File: src/rtl/axi_rd_arbiter.sv
// axi_rd_arbiter: shares the single AXI3 read channel (AR + R) among the
// instruction cache, data cache and uncached loader. The owner holds the bus
// until it drops its request and all of its bursts have returned rlast.
// Optional feature: define AXI_RD_ARB_RR_EN for round-robin arbitration;
// without it, arbitration is fixed priority uncached > dcache > icache.
//
// state | meaning
// IDLE  | no owner; arbitrate among pending requests
// OWN   | owner issues ARs, at most MAX_OUTS bursts in flight
// DRAIN | owner dropped req; AR blocked, waiting for its bursts to finish
// GAP   | one cycle with no grant so the next owner sees a clean grant edge
module axi_rd_arbiter #(
    parameter int MAX_OUTS = 3
) (
    input  logic        clk,
    input  logic        rst_n,

    input  logic        icache_req,
    output logic        icache_grnt,
    input  logic [3:0]  icache_arid,
    input  logic [31:0] icache_araddr,
    input  logic [3:0]  icache_arlen,
    input  logic [2:0]  icache_arsize,
    input  logic [1:0]  icache_arburst,
    input  logic [1:0]  icache_arlock,
    input  logic [3:0]  icache_arcache,
    input  logic [2:0]  icache_arprot,
    input  logic        icache_arvalid,
    output logic        icache_arready,
    output logic [3:0]  icache_rid,
    output logic [31:0] icache_rdata,
    output logic [1:0]  icache_rresp,
    output logic        icache_rlast,
    output logic        icache_rvalid,
    input  logic        icache_rready,

    input  logic        dcache_req,
    output logic        dcache_grnt,
    input  logic [3:0]  dcache_arid,
    input  logic [31:0] dcache_araddr,
    input  logic [3:0]  dcache_arlen,
    input  logic [2:0]  dcache_arsize,
    input  logic [1:0]  dcache_arburst,
    input  logic [1:0]  dcache_arlock,
    input  logic [3:0]  dcache_arcache,
    input  logic [2:0]  dcache_arprot,
    input  logic        dcache_arvalid,
    output logic        dcache_arready,
    output logic [3:0]  dcache_rid,
    output logic [31:0] dcache_rdata,
    output logic [1:0]  dcache_rresp,
    output logic        dcache_rlast,
    output logic        dcache_rvalid,
    input  logic        dcache_rready,

    input  logic        uncached_req,
    output logic        uncached_grnt,
    input  logic [3:0]  uncached_arid,
    input  logic [31:0] uncached_araddr,
    input  logic [3:0]  uncached_arlen,
    input  logic [2:0]  uncached_arsize,
    input  logic [1:0]  uncached_arburst,
    input  logic [1:0]  uncached_arlock,
    input  logic [3:0]  uncached_arcache,
    input  logic [2:0]  uncached_arprot,
    input  logic        uncached_arvalid,
    output logic        uncached_arready,
    output logic [3:0]  uncached_rid,
    output logic [31:0] uncached_rdata,
    output logic [1:0]  uncached_rresp,
    output logic        uncached_rlast,
    output logic        uncached_rvalid,
    input  logic        uncached_rready,

    output logic [3:0]  arid,
    output logic [31:0] araddr,
    output logic [3:0]  arlen,
    output logic [2:0]  arsize,
    output logic [1:0]  arburst,
    output logic [1:0]  arlock,
    output logic [3:0]  arcache,
    output logic [2:0]  arprot,
    output logic        arvalid,
    input  logic        arready,

    input  logic [3:0]  rid,
    input  logic [31:0] rdata,
    input  logic [1:0]  rresp,
    input  logic        rlast,
    input  logic        rvalid,
    output logic        rready
);

    localparam logic [1:0] MaxOuts = 2'(MAX_OUTS);

    typedef enum logic [1:0] {IDLE, OWN, DRAIN, GAP} state_t;

    state_t     state, stateNext;
    logic [2:0] gsel, gselNext;
    logic [2:0] reqVec, arvalidVec, rreadyVec, winner;
    logic [1:0] outs;
    logic       ownerReq, atLimit, arOpen, arHs, rLastHs;

    // Bit order everywhere: [2]=uncached, [1]=dcache, [0]=icache.
    assign reqVec     = {uncached_req, dcache_req, icache_req};
    assign arvalidVec = {uncached_arvalid, dcache_arvalid, icache_arvalid};
    assign rreadyVec  = {uncached_rready, dcache_rready, icache_rready};

    assign ownerReq = |(reqVec & gsel);
    assign atLimit  = (outs == MaxOuts);
    assign arOpen   = (state == OWN) && !atLimit;
    assign arvalid  = arOpen && |(gsel & arvalidVec);
    assign rready   = |(gsel & rreadyVec);
    assign arHs     = arvalid && arready;
    assign rLastHs  = rvalid && rready && rlast;

    // Lowest-ranked candidate is applied first so the highest-ranked one wins.
    function automatic logic [2:0] pick3(input logic [2:0] req, input logic [1:0] first,
                                         input logic [1:0] second, input logic [1:0] third);
        pick3 = 3'b000;
        if (req[third])  pick3 = 3'b001 << third;
        if (req[second]) pick3 = 3'b001 << second;
        if (req[first])  pick3 = 3'b001 << first;
    endfunction

`ifdef AXI_RD_ARB_RR_EN
    logic [2:0] rrPtr;

    // The master granted last ranks lowest; the others follow uncached -> dcache -> icache.
    always_comb begin
        winner = 3'b000;
        case (rrPtr)
            3'b100:  winner = pick3(reqVec, 2'd1, 2'd0, 2'd2);
            3'b010:  winner = pick3(reqVec, 2'd0, 2'd2, 2'd1);
            default: winner = pick3(reqVec, 2'd2, 2'd1, 2'd0);
        endcase
    end

    // Pointer remembers the most recent grant; reset value makes uncached lead.
    always_ff @(posedge clk or negedge rst_n) begin
        if (!rst_n) begin
            rrPtr <= 3'b001;
        end else if (state == IDLE && |reqVec) begin
            rrPtr <= winner;
        end
    end
`else
    // Fixed priority: uncached > dcache > icache.
    always_comb begin
        winner = pick3(reqVec, 2'd2, 2'd1, 2'd0);
    end
`endif

    // State and grant registers.
    always_ff @(posedge clk or negedge rst_n) begin
        if (!rst_n) begin
            state <= IDLE;
            gsel  <= 3'b000;
        end else begin
            state <= stateNext;
            gsel  <= gselNext;
        end
    end

    // Next-state: grant, hold while bursts are in flight, then one idle gap.
    always_comb begin
        stateNext = state;
        gselNext  = gsel;
        case (state)
            IDLE: begin
                gselNext = 3'b000;
                if (|reqVec) begin
                    stateNext = OWN;
                    gselNext  = winner;
                end
            end
            OWN: begin
                if (!ownerReq) begin
                    // An AR accepted in the release cycle still has to drain.
                    if (outs == 2'd0 && !arHs) begin
                        stateNext = GAP;
                        gselNext  = 3'b000;
                    end else begin
                        stateNext = DRAIN;
                    end
                end
            end
            DRAIN: begin
                if (outs == 2'd0 || (outs == 2'd1 && rLastHs)) begin
                    stateNext = GAP;
                    gselNext  = 3'b000;
                end
            end
            GAP: begin
                stateNext = IDLE;
                gselNext  = 3'b000;
            end
            default: begin
                stateNext = IDLE;
                gselNext  = 3'b000;
            end
        endcase
    end

    // Bursts in flight for the current owner; saturates rather than wraps.
    always_ff @(posedge clk or negedge rst_n) begin
        if (!rst_n) begin
            outs <= 2'd0;
        end else if (arHs && !rLastHs) begin
            outs <= outs + 2'd1;
        end else if (rLastHs && !arHs && outs != 2'd0) begin
            outs <= outs - 2'd1;
        end
    end

    // AR payload from the owner; all zeros when nobody owns the bus.
    always_comb begin
        arid    = '0;
        araddr  = '0;
        arlen   = '0;
        arsize  = '0;
        arburst = '0;
        arlock  = '0;
        arcache = '0;
        arprot  = '0;
        if (gsel[2]) begin
            arid = uncached_arid;       araddr = uncached_araddr;
            arlen = uncached_arlen;     arsize = uncached_arsize;
            arburst = uncached_arburst; arlock = uncached_arlock;
            arcache = uncached_arcache; arprot = uncached_arprot;
        end else if (gsel[1]) begin
            arid = dcache_arid;         araddr = dcache_araddr;
            arlen = dcache_arlen;       arsize = dcache_arsize;
            arburst = dcache_arburst;   arlock = dcache_arlock;
            arcache = dcache_arcache;   arprot = dcache_arprot;
        end else if (gsel[0]) begin
            arid = icache_arid;         araddr = icache_araddr;
            arlen = icache_arlen;       arsize = icache_arsize;
            arburst = icache_arburst;   arlock = icache_arlock;
            arcache = icache_arcache;   arprot = icache_arprot;
        end
    end

    assign icache_grnt   = gsel[0];
    assign dcache_grnt   = gsel[1];
    assign uncached_grnt = gsel[2];

    assign icache_arready   = arOpen && gsel[0] && arready;
    assign dcache_arready   = arOpen && gsel[1] && arready;
    assign uncached_arready = arOpen && gsel[2] && arready;

    assign icache_rvalid   = gsel[0] && rvalid;
    assign dcache_rvalid   = gsel[1] && rvalid;
    assign uncached_rvalid = gsel[2] && rvalid;

    // R payload is broadcast; only rvalid marks it as meant for the owner.
    assign icache_rid     = rid;
    assign icache_rdata   = rdata;
    assign icache_rresp   = rresp;
    assign icache_rlast   = rlast;
    assign dcache_rid     = rid;
    assign dcache_rdata   = rdata;
    assign dcache_rresp   = rresp;
    assign dcache_rlast   = rlast;
    assign uncached_rid   = rid;
    assign uncached_rdata = rdata;
    assign uncached_rresp = rresp;
    assign uncached_rlast = rlast;

endmodule

File: config.mk
export PLATFORM = sky130hd
export DESIGN_NAME = axi_rd_arbiter
export DESIGN_NICKNAME = d
export VERILOG_FILES = /design/src/rtl/axi_rd_arbiter.sv
export SDC_FILE = /design/constraint.sdc
export NUM_CORES = 1
export LEC_CHECK = 0
export CAP_MARGIN = 0
export CORE_AREA = 2 2 156 158
export DETAILED_ROUTE_END_ITERATION = 8
export DIE_AREA = 0 0 158 160
export GPL_TIMING_DRIVEN = 0
export MAX_ROUTING_LAYER = met4
export RECOVER_POWER = 25
export SETUP_SLACK_MARGIN = 0.02
export SYNTH_ARGS = -nofsm -noshare
export SYNTH_HDL_FRONTEND = slang
export SYNTH_SLANG_ARGS = --single-unit
File: constraint.sdc
create_clock -name clk -period 2 [get_ports clk]
set_input_delay 0.3 -clock clk [delete_from_list [all_inputs] [get_ports clk]]
set_output_delay 0.3 -clock clk [all_outputs]
set_load 0.02 [all_outputs]
======== After elaboration in Yosys (flattened, before gate mapping) ========
Cells that the tools add are included.
storage, ports and cells
  register bits ........................... 7
  latch bits .............................. 0
  bits in writable memories ............... 0
  ROM bits ................................ 0
  input port bits ......................... 214
  output and inout bits ................... 182
  logic and storage cells ................. 89
  memories ................................ 0
cells by class
  $add $sub $neg .......................... 2
  multiply operators ...................... 0
  divide/modulo/power cells ............... 0
  magnitude comparators ................... 0
  eq/ne operators ......................... 9
  shift-type cells ........................ 0
  muxes and demuxes ....................... 39
  bitwise operators ....................... 3
  reductions and logical operators ........ 33
operators with widths
  operator               count
  $mux W32               3
  $mux W4                9
  $mux W3                11
  $mux W2                12
  $logic_and A1 B1 Y1    19
  $pmux W3 S4            1
  $reduce_or A3 Y1       4
  $and A3 B3 Y3          3
  $pmux W2 S4            1
  $eq A2 B2 Y1 const B   3
  $ne A2 B2 Y1 const B   3
  $reduce_and A3 Y1      2
  $eq A2 B1 Y1 const B   2
  $logic_not A2 Y1       2
  $reduce_bool A2 Y1     2
  $logic_not A1 Y1       3
  $add A2 B1 Y2 const B  1
  $mux W1                2
  $ne A2 B1 Y1 const B   1
  $sub A2 B1 Y2 const B  1
  $logic_or A1 B1 Y1     1

======== Depth between registers and ports, before layout ========
Gate-level depths: netlist (run 1).
  depth in word-level cells ............... 10
  gate-level depth with buffers ........... 6
  depth with buffers taken out ............ 6

======== Worst setup path after synthesis (run 1) ========
Ideal clock, no wire load.
  path type ............................... flip-flop to output port
  start point ............................. register gsel[1]
  end point ............................... output port araddr[0]
  data arrival time ....................... 1793 ps
  required time ........................... 1700 ps
  setup slack ............................. -93 ps
  stages on the path, launching flop included .. 7
  buffers on the path ..................... 3
  path through ............................ dfrtp_1 buf_6 nor2b_1 clkbuf_1 clkbuf_1 a22oi_1 o21ai_0
between the ends
  longest elaborated chain between the ends .. 2
RTL lines
  element                 RTL line  text
  from (decl)             99        logic [2:0] gsel, gselNext;
  from (signal assigned)  161       gsel <= gselNext;
  $mux W32                231       end else if (gsel[1]) begin
  $mux W32                226       if (gsel[2]) begin
  to (decl)               76        output logic [31:0] araddr,
Every way passes these cells.

======== Worst setup path in the final report (run 1) ========
  start point ............................. register gsel[0]
  end point ............................... output port araddr[10]
between the ends
  longest elaborated chain between the ends .. 3
RTL lines
  element   RTL line  text
  $mux W32  236       end else if (gsel[0]) begin
  $mux W32  231
  $mux W32  226
Every way passes these cells.

==> summary.md, run 1 <==
| Metric | Value |
|---|---|
| Initial DRC count | 137 |
| VDD IR max | 0.545 mV |
| Vias per cell | 3.67 |
| Vias in the first global route | 4008 |
| Hold WS | 402 ps |
| DR pass1 iterations | 4 |
| Worst EP required | 1700 ps |
| Critical path type | flip-flop to output port |
| Average size of a mapped cell | 6.69 um^2 |
| Synth area leaders | buf_4 36%, a22oi_1 16%, o21ai_0 11% |
| Post-placement setup slack | -1310 ps |
| PortBufs | 357 |
| Mapped cell area | 0.00247 mm^2 |
| Clk slew on worst S/H paths | 40 ps |
| GRT Overall Usage | 0.123 |
| Yosys cell types | 30 |
| Slowest stage delay, CP | 430 ps |
| Number of enable flip-flop cells after synthesis | 0 |
| Final Cell Area | 0.00715 mm^2 |
| Core Region | 0.0238 mm^2 |
| First-pass GRT wire length | 23000 um |
| H-tree Lvls | 1 |
| Critical path arrival | 1770 ps |
| Slew at the pin closest to its max-slew limit | 671 ps |
| Nets | 980 |
| TritonCTS clock tree | yes |
| Routed WL per cell | 15.3 um |
| Final setup vio count | 9 |
| CP startpoint kind | flip-flop |
| Synth Flop Type | dfrtp_1 |
| Initial antenna violation count | 0 |
| Total of max-cap violations | 0 |
| Sequential area share after synthesis | 0.0710 |
| Routed Antenna Nets | 0 |
| WL final | 16600 um |
| Crit. End Element | output port |
| Critical-path maximum fanout | 5 |
| RSZ-0062 raised after global routing | true |
| Initial core utilization | 0.104 |
| Clock Root Buffer | clkbuf_16 |
| Detail Placement HPWL | 13500 um |
| Global route total overflow | 0 |
| Power per cell area | 749 mW/mm^2 |
| Largest net degree at the start of global routing | 11 |
| Static leakage | 2.95 nW |
| Clk Latency, worst-skew pair | 230 ps |
| Via Count | 3976 |
| FP Rows | 57 |
| Layout cells sized above 1 | 0.375 |
| Synth-to-Final Area Change | 190% |
| Synth warnings | 0 |
| Run status | finished, violations left |
| Synth area leader | buf_4 |
| CTS Buffer Depth | 2 |
| Die area | 0.0253 mm^2 |
| Setup TNS | -270 ps |
| Number of synthesized register bits | 7 |
| Max Slew Vio Count | 0 |
| DRC Markers | 0 |
| Top Ports | 396 |
| Clk_skew | 3.15 ps |
| Syn_nets | 590 |
| Fin crit share | 1.03 |
| Total clock sinks | 7 |
| CP cell instances | nor2b_4 -> clkbuf_16 -> buf_12 -> clkbuf_16 -> buf_6 -> a22oi_2 -> o21ai_1 -> buf_4 |
| Critical Path Slowest Stage Cell | dfrtp_2 |
| HP Class | primary input to async pin |
| Clock period minus final worst setup slack | 2070 ps |
| Die Y-Extent | 160 um |
| RePlAce Congestion | 0.745 |
| DP Area | 0.00645 mm^2 |
| Most frequent CP cell | clkbuf_16 |
| Failing checks | negative setup slack |
| Antenna cells | 0 |
| Post-synth top area share | 0.356 |
| Final hold violations | 0 |
| Final WS setup | -67.4 ps |
| Chip Width | 158 um |
| CTS Hold Bufs | 0 |
| Rel. slew slack | 0.553 |
| Reg2Reg Depth | 7 |
| Total CTS buffers | 3 |
| Ys async rst share | 1.00 |
| Max Clk Rate | 484 MHz |
| Cells after Synth | 369 |
state kept, by name (all words and copies together) (netlist names):
name	cells
gsel	3
outs	2
state	2
per-stage QoR:
step | std cells | util | power [mW]
final | 1082 | 0.300 | 5.35
after detailed placement | 1050 | 0.271 | 4.61
after global placement | 1050 | 0.271 | 4.60
after floorplan | 369 | - | 2.43
after CTS | 1084 | 0.299 | 5.36
after global routing | 1082 | 0.300 | 5.75
final timing paths:
| check | startpoint | end | slack [ps] |
|---|---|---|---|
| max | gsel[0] | araddr[10] | -70 |
| min | rst_n | state[1] | 400 |
| max reg2reg | gsel[1] | gsel[0] | 90 |
| min reg2reg | outs[0] | outs[0] | 540 |
| max in group asynchronous | rst_n | gsel[0] | 1330 |
| min in group clk | outs[0] | outs[0] | 540 |
timing repair:
| action | in CTS | in global routing |
|---|---|---|
| pin swaps | 22 | 20 |
| setup buffers | 24 | 6 |
| gates cloned | 6 | 0 |
| endpoints found under the setup margin | 65 | 62 |
| gates resized for setup | 388 | 45 |
Yosys cell counts, types with 2 or more instances:
library cell  number
nand2b_1           2
mux2_1             2
a222oi_1           3
and2_1             6
dfrtp_1            7
a22oi_1           53
ha_1               7
mux2i_1            2
nand3_1            3
nor2b_1            3
inv_1              7
nand2_1           57
o22ai_1            2
a21oi_1            3
mux2_4             2
buf_4            117
clkbuf_1          23
and3b_1            2
o21ai_0           55
nor3_1             3
kinds of logic (layout without fill, tap and decap cells):
family / Yosys count / count (layout) / share of synthesized area
adder cells (fa/ha/maj): 7 / 7 / 0.0355
buffers and inverters: 149 / 538 / 0.407
multiplexers: 6 / 6 / 0.0294
XOR/XNOR: 1 / 1 / 0.00355
AO/OA/AOI/OAI: 119 / 119 / 0.307
flip-flops: 7 / 7 / 0.0710
AND/OR/NAND/NOR: 80 / 80 / 0.146
cell usage in the layout, fill, tap and decap left out, drive strengths merged, types with 2 or more instances in the layout:
master / netlist / routed
clkdlybuf4s50: 0 / 263
buf: 119 / 201
nand2: 57 / 57
o21ai: 56 / 56
a22oi: 53 / 53
dlygate4sd3: 0 / 33
clkbuf: 23 / 29
inv: 7 / 7
ha: 7 / 7
dfrtp: 7 / 7
and2: 6 / 6
mux2: 4 / 4
a21oi: 3 / 3
a222oi: 3 / 3
nor3: 3 / 3
nand3: 3 / 3
nor2b: 3 / 3
clkdlybuf4s15: 0 / 3
mux2i: 2 / 2
o22ai: 2 / 2
dlygate4sd2: 0 / 2
and3b: 2 / 2
nand2b: 2 / 2
critical path, delay by kind of cell, from the launching register on:
family | cells | cell delay, ps
buffers and inverters | 5 | 710
and+or+nand+nor | 1 | 150
AOI/OAI and AO/OA | 2 | 250
DFF | 1 | 430
where the power goes:
part | switching (mW) | internal (mW) | total (mW)
sequential | 0.0765 | 0.203 | 0.280
combinational | 2.48 | 2.25 | 4.73
clock | 0.0762 | 0.265 | 0.341
metal layers:
layer / up-vias / track usage / part of all wire
met5: - / - / 0
met3: 15 / 0.0193 / 0.075
met2: 226 / 0.230 / 0.52
met1: 1783 / 0.139 / 0.40
met4: 0 / 0.0156 / 0.012
li1: 1952 / - / -
final cells by class:
type                    count  area, um^2
flip-flops and latches      7         178
multi-input cells         213        1520
repair buffers            388        3810
fillers                  2599       16700
inverters                   7        26.3
plain buffers             139        1140
clock buffers               4        78.8
well taps                 324         405
(Power assumes the default switching activity.)
==> run 2: changes to the inputs <==
--- a/config.mk
+++ b/config.mk
@@ -16,3 +16,4 @@
 export SYNTH_ARGS = -nofsm -noshare
 export SYNTH_HDL_FRONTEND = slang
 export SYNTH_SLANG_ARGS = --single-unit
+export TNS_END_PERCENT = 5
==> run 2 against run 1 <==
Against the previous run: the flow now finishes without violations; worst hold slack improved by 22 ps; sequential power hardly changed; maximum frequency is 3.5% higher; final cell count fell by 1.7%; core utilization decreased by 1.9 points; cell area is 6.2% lower; die area did not move; flip-flop and latch count stayed put; total power is 8.5% lower; critical endpoint is now araddr[11].
==> summary.md, run 2 (same netlist as run 1, synthesis figures left out) <==
| Metric | Value |
|---|---|
| Run status | finished, final reports clean |
| Initial antenna violation count | 0 (unchanged) |
| Worst EP required | 1700 ps (about the same) |
| RePlAce Congestion | 0.779 (+4.6%) |
| Post-Place Cells | 1050 (unchanged) |
| Fin crit share | 0.999 (-0.0349) |
| CTS Buffer Depth | 2 (unchanged) |
| Most common cell after layout, fill and taps aside | clkdlybuf4s50_1 |
| Largest regs | gsel x3, outs x2, state x2 |
| Clock period minus final worst setup slack | 2000 ps (-69.9 ps) |
| Initial core utilization | 0.104 (unchanged) |
| Final hold violations | 0 (unchanged) |
| Total of max-cap violations | 0 (unchanged) |
| Vias in the first global route | 4018 (+0.25%) |
| Critical path type | flip-flop to output port |
| Clock Root Buffer | clkbuf_16 |
| Largest register FFs | 3 (unchanged) |
| Routed WL per cell | 14.7 um (-3.9%) |
| Max Slew Vio Count | 0 (unchanged) |
| Clk_skew | 2.47 ps (-0.681 ps) |
| HP Class | primary input to async pin |
| Reg-to-Reg Start | gsel[0] |
| Final setup vio count | 0 (-9) |
| First-pass GRT wire length | 22200 um (-3.5%) |
| Sw Pwr | 2.45 mW (-6.8%) |
| Detail Placement HPWL | 13100 um (-2.9%) |
| Total CTS buffers | 3 (unchanged) |
| Non-Filler Instances | 1064 (-1.7%) |
| DR pass1 iterations | 5 (+1) |
| PortBufs | 357 (unchanged) |
| Die Y-Extent | 160 um (unchanged) |
| Global route total overflow | 0 (unchanged) |
| Chip Width | 158 um (unchanged) |
| Slew at the pin closest to its max-slew limit | 453 ps (-217 ps) |
| VDD IR max | 0.346 mV (-37%) |
| TritonCTS clock tree | yes |
| Top Ports | 396 (unchanged) |
| Clk Latency, worst-skew pair | 230 ps (about the same) |
| Sw frac | 0.501 (+0.00905) |
| GRT Overall Usage | 0.116 (-0.00665) |
| Reg power frac | 0.058 (+0.006) |
| Crit. End Element | output port |
| Most flop-heavy register | gsel |
| Clk slew on worst S/H paths | 40 ps (about the same) |
| DRC Markers | 0 (unchanged) |
| Core Region | 0.0238 mm^2 (unchanged) |
| Routed Antenna Nets | 0 (unchanged) |
| Internal power | 2.44 mW (-10%) |
| Static leakage | 2.80 nW (-5.0%) |
| CTS Hold Bufs | 0 (unchanged) |
| H-tree Lvls | 1 (unchanged) |
| Largest net degree at the start of global routing | 11 (unchanged) |
| Synth-to-Final Area Change | 172% |
| FP Rows | 57 (unchanged) |
| WL final | 15700 um (-5.5%) |
| Critical path arrival | 1700 ps (-70 ps) |
| Comb pwr share | 0.873 (-0.011) |
| Rel. slew slack | 0.698 (+0.145) |
| Layout cells sized above 1 | 0.313 (-0.0621) |
| Vias per cell | 3.71 (+0.98%) |
| Hold WS | 424 ps (+22.4 ps) |
| RSZ-0062 raised after global routing | true |
| Die area | 0.0253 mm^2 (unchanged) |
| Via Count | 3948 (-0.70%) |
| Power per cell area | 730 mW/mm^2 (-2.5%) |
| Most frequent cells in the layout | 264 x clkdlybuf4s50_1, 165 x buf_4, 57 x nand2_1 |
| Clock network power share | 0.070 (+0.006) |
| Max Clk Rate | 501 MHz (+3.5%) |
| Worst setup startpoint | gsel[0] |
| Initial DRC count | 167 (+22%) |
| Total clock sinks | 7 (unchanged) |
| Critical-path maximum fanout | 10 (+5) |
| Nets | 961 (-1.9%) |
| CP startpoint kind | flip-flop |
==> run 2: cell count changes in the layout (fill, tap and decap cells not counted), sizes merged <==
cell / before / now
diode: 0 / 1
buf: 201 / 180
dlygate4sd3: 33 / 31
clkbuf: 29 / 31
clkdlybuf4s50: 263 / 264
dlymetal6s2s: 0 / 1
==> run 2: repair_timing <==
action                                  CTS  global route
resized for setup                       385            59
cloned                                    3             1
pin swaps                                 6             3
setup buffers                             2             3
endpoints found under the setup margin   65            65
==> run 2: metrics by stage <==
| stage | power, mW | instance area (um^2) | setup WS (ps) | TNS (ps) | util |
|---|---|---|---|---|---|
| floorplan | 2.36 | 2470 | -93.3 | -4490 | - |
| global placement | 4.49 | 6450 | -1140 | -56270 | 0.271 |
| detailed placement | 4.50 | 6450 | -1180 | -56520 | 0.271 |
| CTS | 4.85 | 6620 | -121 | -703 | 0.278 |
| global route | 5.28 | 6710 | -76.3 | -999 | 0.281 |
| finish | 4.90 | 6710 | 2.41 | 0 | 0.282 |
==> run 2: per-layer routing <==
layer | GRT usage | routed length [um]
met1 | 0.132 | 6040
met2 | 0.214 | 8070
met3 | 0.0204 | 1440
met4 | 0.0176 | 129
met5 | - | 0
==> run 2: final timing paths <==
kind / endpoint / slack (ps) / cells past startpoint
hold / removal: state[0] / 420 / 1
setup / recovery: araddr[11] / 2 / 6
max in group asynchronous: gsel[2] / 1280 / 1
hold reg to reg: outs[0] / 540 / 1
min in group clk: outs[0] / 540 / 1
setup reg to reg: gsel[1] / 100 / 4
==> run 2: area by class of cell <==
cell class	count	area (um^2)
flip-flops and latches	7	178
clock buffers	4	78.8
plain buffers	142	1160
inverters	7	26.3
well taps	324	405
fillers	2601	17100
diodes	1	2.50
repair buffers	366	3520
multi-input cells	213	1330
==> run 2: worst max-delay path: stages (launching register included) <==
cell and delay, ps:
dfrtp_2 460, nor2b_4 220, clkbuf_8 190, clkbuf_16 160, a22oi_1 60, o21ai_1 180
buf_4 170
==> run 2: power groups by stage <==
stage	Sequential [mW]	Combinational (mW)	Clock (mW)
floorplan	0.276	2.09	0
global placement	0.275	4.21	0
detailed placement	0.278	4.22	0
CTS	0.281	4.22	0.350
global route	0.291	4.64	0.356
finish	0.282	4.27	0.342
